<file path="src/rtl/dcache_controller.sv">
// rtl/dcache_controller.sv - direct-mapped write-back write-allocate data cache controller
// Eight 4-byte lines; misses refill (and first write back dirty victims) via a block handshake.
module dcache_controller #(
  parameter int CNT_W = 16
) (
  input  logic             CLK,
  input  logic             RESET,
  input  logic             READ,
  input  logic             WRITE,
  input  logic [7:0]       ADDRESS,
  input  logic [7:0]       WRITEDATA,
  output logic [7:0]       READDATA,
  output logic             BUSYWAIT,
  output logic             MEM_READ,
  output logic             MEM_WRITE,
  output logic [5:0]       MEM_ADDRESS,
  output logic [31:0]      MEM_WRITEDATA,
  input  logic [31:0]      MEM_READDATA,
  input  logic             MEM_BUSYWAIT,
  output logic [CNT_W-1:0] HIT_COUNT,
  output logic [CNT_W-1:0] MISS_COUNT
);

  typedef enum logic [1:0] {IDLE, WRITEBACK, FETCH} state_t;

  localparam logic [CNT_W-1:0] CNT_ONE = {{(CNT_W-1){1'b0}}, 1'b1};

  state_t      state, state_next;
  logic [7:0]  valid, dirty;
  logic [2:0]  tag_arr  [8];
  logic [31:0] data_arr [8];
  logic        settled;
  logic [7:0]  rd_hold;

  logic [2:0]  idx, tag_in;
  logic [1:0]  off;
  logic        req, hit, mem_done, hit_access;
  logic [31:0] cur_block;
  logic [7:0]  cur_byte;

  assign idx        = ADDRESS[4:2];
  assign tag_in     = ADDRESS[7:5];
  assign off        = ADDRESS[1:0];
  assign req        = READ | WRITE;
  assign hit        = valid[idx] && (tag_arr[idx] == tag_in);
  assign cur_block  = data_arr[idx];
  assign cur_byte   = cur_block[{off, 3'b000} +: 8];
  assign hit_access = (state == IDLE) && req && hit;
  // settled guards against a memory that only raises busy a cycle after the request
  assign mem_done   = settled && !MEM_BUSYWAIT;

  assign MEM_WRITEDATA = cur_block;
  assign READDATA      = hit_access ? cur_byte : rd_hold;

  always_comb begin
    state_next  = state;
    MEM_READ    = 1'b0;
    MEM_WRITE   = 1'b0;
    MEM_ADDRESS = {tag_in, idx};
    BUSYWAIT    = 1'b0;
    case (state)
      IDLE: begin
        BUSYWAIT = req && !hit;
        if (req && !hit) begin
          state_next = (valid[idx] && dirty[idx]) ? WRITEBACK : FETCH;
        end
      end
      WRITEBACK: begin
        MEM_WRITE   = 1'b1;
        MEM_ADDRESS = {tag_arr[idx], idx};
        BUSYWAIT    = 1'b1;
        if (mem_done) state_next = FETCH;
      end
      FETCH: begin
        MEM_READ = 1'b1;
        BUSYWAIT = 1'b1;
        if (mem_done) state_next = IDLE;
      end
      default: state_next = IDLE;
    endcase
  end

  always_ff @(posedge CLK) begin
    if (RESET) begin
      state   <= IDLE;
      settled <= 1'b0;
    end else begin
      state   <= state_next;
      settled <= (state_next == state) && (state != IDLE);
    end
  end

  always_ff @(posedge CLK) begin
    if (RESET) begin
      valid <= '0;
      dirty <= '0;
    end else if (state == FETCH && mem_done) begin
      valid[idx] <= 1'b1;
      dirty[idx] <= 1'b0;
    end else if (hit_access && WRITE) begin
      dirty[idx] <= 1'b1;
    end
  end

  // Line contents and tags are left alone by reset; valid alone qualifies them.
  always_ff @(posedge CLK) begin
    if (state == FETCH && mem_done) begin
      data_arr[idx] <= MEM_READDATA;
      tag_arr[idx]  <= tag_in;
    end else if (hit_access && WRITE) begin
      data_arr[idx][{off, 3'b000} +: 8] <= WRITEDATA;
    end
  end

  always_ff @(posedge CLK) begin
    if (RESET) begin
      HIT_COUNT  <= '0;
      MISS_COUNT <= '0;
      rd_hold    <= '0;
    end else begin
      if (hit_access) begin
        rd_hold <= cur_byte;
        if (HIT_COUNT != '1) HIT_COUNT <= HIT_COUNT + CNT_ONE;
      end
      if (state == IDLE && req && !hit && MISS_COUNT != '1) begin
        MISS_COUNT <= MISS_COUNT + CNT_ONE;
      end
    end
  end

endmodule

</file>
<file path="config.mk">
export PLATFORM = sky130hd
export DESIGN_NAME = dcache_controller
export DESIGN_NICKNAME = d
export VERILOG_FILES = /design/src/rtl/dcache_controller.sv
export SDC_FILE = /design/constraint.sdc
export NUM_CORES = 1
export LEC_CHECK = 0
export ABC_AREA = 1
export CAP_MARGIN = 10
export CORE_ASPECT_RATIO = 1.75
export CORE_MARGIN = 3
export CORE_UTILIZATION = 50
export CTS_BUF_LIST = sky130_fd_sc_hd__clkbuf_16
export DETAILED_ROUTE_END_ITERATION = 12
export PLACE_DENSITY = 0.73
export SETUP_SLACK_MARGIN = 0.05
export SLEW_MARGIN = 20
export SYNTH_ARGS = -nofsm -noshare
export SYNTH_HDL_FRONTEND = slang
export SYNTH_SLANG_ARGS = --single-unit
</file>
<file path="constraint.sdc">
create_clock -name CLK -period 2.3 [get_ports CLK]
set_clock_uncertainty 0.1 [all_clocks]
set_input_delay 0.23 -clock CLK [delete_from_list [all_inputs] [get_ports CLK]]
set_output_delay 0.23 -clock CLK [all_outputs]
set_load 0.05 [all_outputs]
</file>
# Word level (Yosys, flattened, before mapping)
# Memories as Yosys holds them, arrays and structs flattened.
# Index checks and enable logic that the tools add are counted.
# word_totals
register_bits	59
ram_bits	280
output_inout_bits	81
word_cells	134
n_memories	2
input_bits	53
# mem_list
memory	depth	width	rd	rd_clocked_by_memory_dff	write_ports	line	rtl
data_arr	8	32	1	0	1	31	logic [31:0] data_arr [8];
tag_arr	8	3	1	0	1	30	logic [2:0] tag_arr [8];
# classes
n_addsub	3
n_mux	55
eq_ne	6
n_lt_le_gt_ge	2
n_bitwise	37
shifts	3
n_reduce_logical	19
# ops
operator	n
$mux 1	41
$or 1x1->1	33
$add 16x1->16 const B	2
$mux 32	1
$ne 16x16->1 const B	2
$shift 8x7->32 const A	1
$shiftx 32x6->8	1
$shiftx 8x7->32	1
$mux 8	3
$or 8x8->8	2
$logic_and 1x1->1	12
$and 8x8->8	1
$mux 2	4
$not 8->8	1
$neg 5->7	1
$bmux 1 s3	2
$mux 6	1
$pmux 2 s3	1
$lt 3x4->1 const B	1
$reduce_bool 2->1	2
$demux 1 s3	1
$eq 3x3->1	1
$ge 3x1->1 const B	1
$eq 2x1->1 const B	1
other kinds (7)	8

# Logic depth before layout (Yosys ltp)
# logic_depth
word_depth	9
depth_mapped	21
mapped_depth_nobuf	20

# Worst setup path before layout
# Ideal clock, no wire load.
# synth_timing
kind	input to output
startpoint	in ADDRESS[2]
endpoint	out READDATA[7]
n_path_buf	3
slack_ns	-0.555
cell_stages	11
required_ns	1.970
t_arrival_ns	2.525
path_cell_list	buf_4 buf_2 nand3_2 clkinv_1 clkbuf_1 a22oi_1 nand4_1 o211ai_1 o21ai_0 nand2_1 nand2_1
# synth_via
elab_cells_between_ends	9
classes_between	eq/ne (1); shift (1); mux (3); reduce/logical (2); memory (2)
# synth_lines
item	line	rtl
start: declaration	10	input logic [7:0] ADDRESS,
$mem_v2 8x32	--	
via MEM_WRITEDATA[31]	17	output logic [31:0] MEM_WRITEDATA,
$shiftx 32x6->8	47	assign cur_byte = cur_block[{off, 3'b000} +: 8];
$mux 8	53	assign READDATA = hit_access ? cur_byte : rd_hold;
end: declaration	12	output logic [7:0] READDATA,
# The timed path passes the listed nets, and every way through them passes these cells. The select of a mux whose other input is x is not followed.

# Final worst setup path
# layout_timing
startpoint	mem data_arr[2][30]
endpoint	out READDATA[6]
# layout_via
elab_chain_len	3
# layout_lines
item	line
start: declaration	31
$mem_v2 8x32	--
$shiftx 32x6->8	47
$mux 8	53
# No other way between the ends.

==> flow_metrics.tcl <==
set metrics [dict create \
    diodes 0 \
    rows 83 \
    cts_sinks 339 \
    drt_iter0_markers 1206 \
    violations "negative setup slack" \
    ios 134 \
    wl_per_cell_um 22.4 \
    vdd_drop_max_mv 0.646 \
    async_flop_share_pct 0 \
    leakage_nw 8.82 \
    nNetsFinal 1869 \
    setup_ws_ns -0.503 \
    avgSynthCellArea_um2 10.4 \
    numPortBuffers 133 \
    drive_above_1_share_pct 32.8 \
    dieWidth_um 137 \
    finalMaxSlewViolations 0 \
    slew_headroom_pct 51.5 \
    clockBufferDepth 3 \
    period_minus_slack_ns 2.80 \
    yosysWarnings 0 \
    p_per_area_mw_per_mm2 625 \
    dp_hpwl_um 31700 \
    core-area_mm2 0.0294 \
    layout.cells.non_filler 2209 \
    start_util_pct 50.7 \
    min_path_type "input pin to register" \
    finalHoldViolations 0 \
    fin_total_pwr_mw 13.7 \
    drc 0 \
    die_h_um 234 \
    cap_violations 0 \
    antenna_left 0 \
    fmax_mhz 357 \
    status "finished, violations left" \
    first_pass_iters 5 \
    critical_path_required_ns 1.97 \
    yosysUniqueCellTypes 46 \
    rsz0062_at_grt "true" \
    synth_edf_count 280 \
    setup_viol 541 \
    min_period_over_period_pct 122 \
    cts_buffers 30 \
    hold_depth 2 \
    area_growth_pct 46.9 \
    gp_congestion 0.941 \
    fp.dieArea_mm2 0.0320 \
    reg2reg_depth 19 \
    tns_ns -116.05 \
    worstPathMaxFanout 2 \
    syn-cell-area_mm2 0.0149 \
    ys.flop_type "edfxtp_1" \
    grt_pass1_wl_um 71500 \
    syn_inst 1437 \
    fillerInstances 1784 \
    endpoint_kind "output port" \
    hold_slack_ns 0.310 \
    seq_area_frac_synth_pct 64.3 \
    worst_skew_pair.late_latency_ns 0.57 \
    tritoncts "built" \
    grt_max_degree 37 \
    via_per_inst 5.76 \
    drt-total-wl_um 49600 \
    cp-start-kind "register" \
    overflow 0 \
    path_clk_slew_ns 0.07 \
    synth_nets 1501 \
    crit_type "register to output port" \
    cp_data_arrival_time_ns 2.47 \
    tightestPinTransition_ns 0.727 \
    grt_pass1_vias 12691 \
    grt.total_usage_pct 29.8 \
    dpl.cell_count 2100 \
    layout_commonest_cell "nand2_1" \
    ctsRootBufferMaster "clkbuf_16" \
    antenna_found_initial 0 \
    synth-seq-cells 339 \
    htreeDepth 1 \
    pre_cts_slack_ns -0.856 \
    most-common-layout-cells "307 x nand2_1, 280 x edfxtp_1, 191 x buf_4" \
    num_vias 12721 \
]
==> registers in the layout, indices dropped and copies added (netlist names), named ones only <==
name,flops
tag_arr,24
MISS_COUNT,16
rd_hold,8
valid,8
HIT_COUNT,16
state,2
settled,1
data_arr,256
==> repair_timing <==
item                       CTS  global route
buffers inserted            55             8
setup endpoints to repair  567           587
hold buffers                 0             0
gates cloned                 8             2
pin swaps                   72            11
resized for setup          255           114
==> cells in the mapped netlist, types with 8 or more instances <==
cell type	number	area, um2
nand2_1	396	1490
edfxtp_1	280	8410
nor2_1	128	480
o21ai_2	24	210
inv_1	157	589
xnor2_1	9	78.8
o22ai_1	8	50.1
a22oi_1	9	67.6
buf_2	9	45.0
nor3_1	19	95.1
dfxtp_1	59	1180
clkbuf_1	31	116
a21oi_1	49	245
nand3_1	49	245
nand4_1	27	169
a22o_1	27	236
o211ai_1	8	60.1
o21ai_0	30	150
a221oi_1	28	245
ha_1	11	138
==> cells by family after synthesis <==
logic type      share of synthesized area [%]
simple gates                             18.1
flops                                    64.3
buf+inv                                  6.36
compound gates                           9.48
xor+xnor                                0.823
fa+ha+maj                               0.923
==> path summary, 6_finish.rpt <==
check / end / slack [ns] / from
setup / recovery: READDATA[6] / -0.50 / data_arr[2][30]
hold / removal: tag_arr[0][1] / 0.31 / ADDRESS[6]
hold reg to reg: HIT_COUNT[4] / 0.39 / HIT_COUNT[4]
setup reg to reg: data_arr[3][21] / -0.34 / tag_arr[3][1]
==> layer usage <==
| metal | vias up | track usage (%) | share of wire (%) |
|---|---|---|---|
| met5 | - | 0 | 0 |
| met4 | 0 | 20.5 | 8.5 |
| met3 | 211 | 4.00 | 7.3 |
| met2 | 744 | 54.1 | 52 |
| met1 | 6126 | 31.4 | 32 |
| li1 | 5640 | - | - |
==> through the flow <==
step	utilization, %	area (um2)
finish	74.5	21900
global route	74.5	21900
CTS	73.0	21400
detailed placement	64.4	18900
global placement	64.4	18900
floorplan	-	15300
==> layout make-up <==
cell class / instances / area, um2 / share of cell area [%]
clock inverters: 23 / 185 / 0.846
inverters: 168 / 913 / 4.17
multi-input cells: 870 / 5460 / 24.9
well taps: 382 / 478 / 2.18
flip-flops and latches: 339 / 9600 / 43.8
clock buffers: 31 / 776 / 3.54
repair buffers: 396 / 4490 / 20.5
==> where the power goes <==
| part | internal, mW | switching, mW | total, mW |
|---|---|---|---|
| Clock | 2.77 | 2.25 | 5.02 |
| Sequential | 6.65 | 0.0122 | 6.66 |
| Combinational | 0.884 | 1.13 | 2.01 |
==> worst max-delay path, stage by stage, from the launching register on <==
cell and delay [ns]:
edfxtp_1 0.40, nand2_1 0.09, nand2_1 0.06, a221oi_1 0.42
nand3_1 0.21, o211ai_1 0.19, nand2_1 0.20, nand2_4 0.12
nand2_4 0.06, buf_12 0.14
Note: power is estimated with default switching activity, not from simulation.
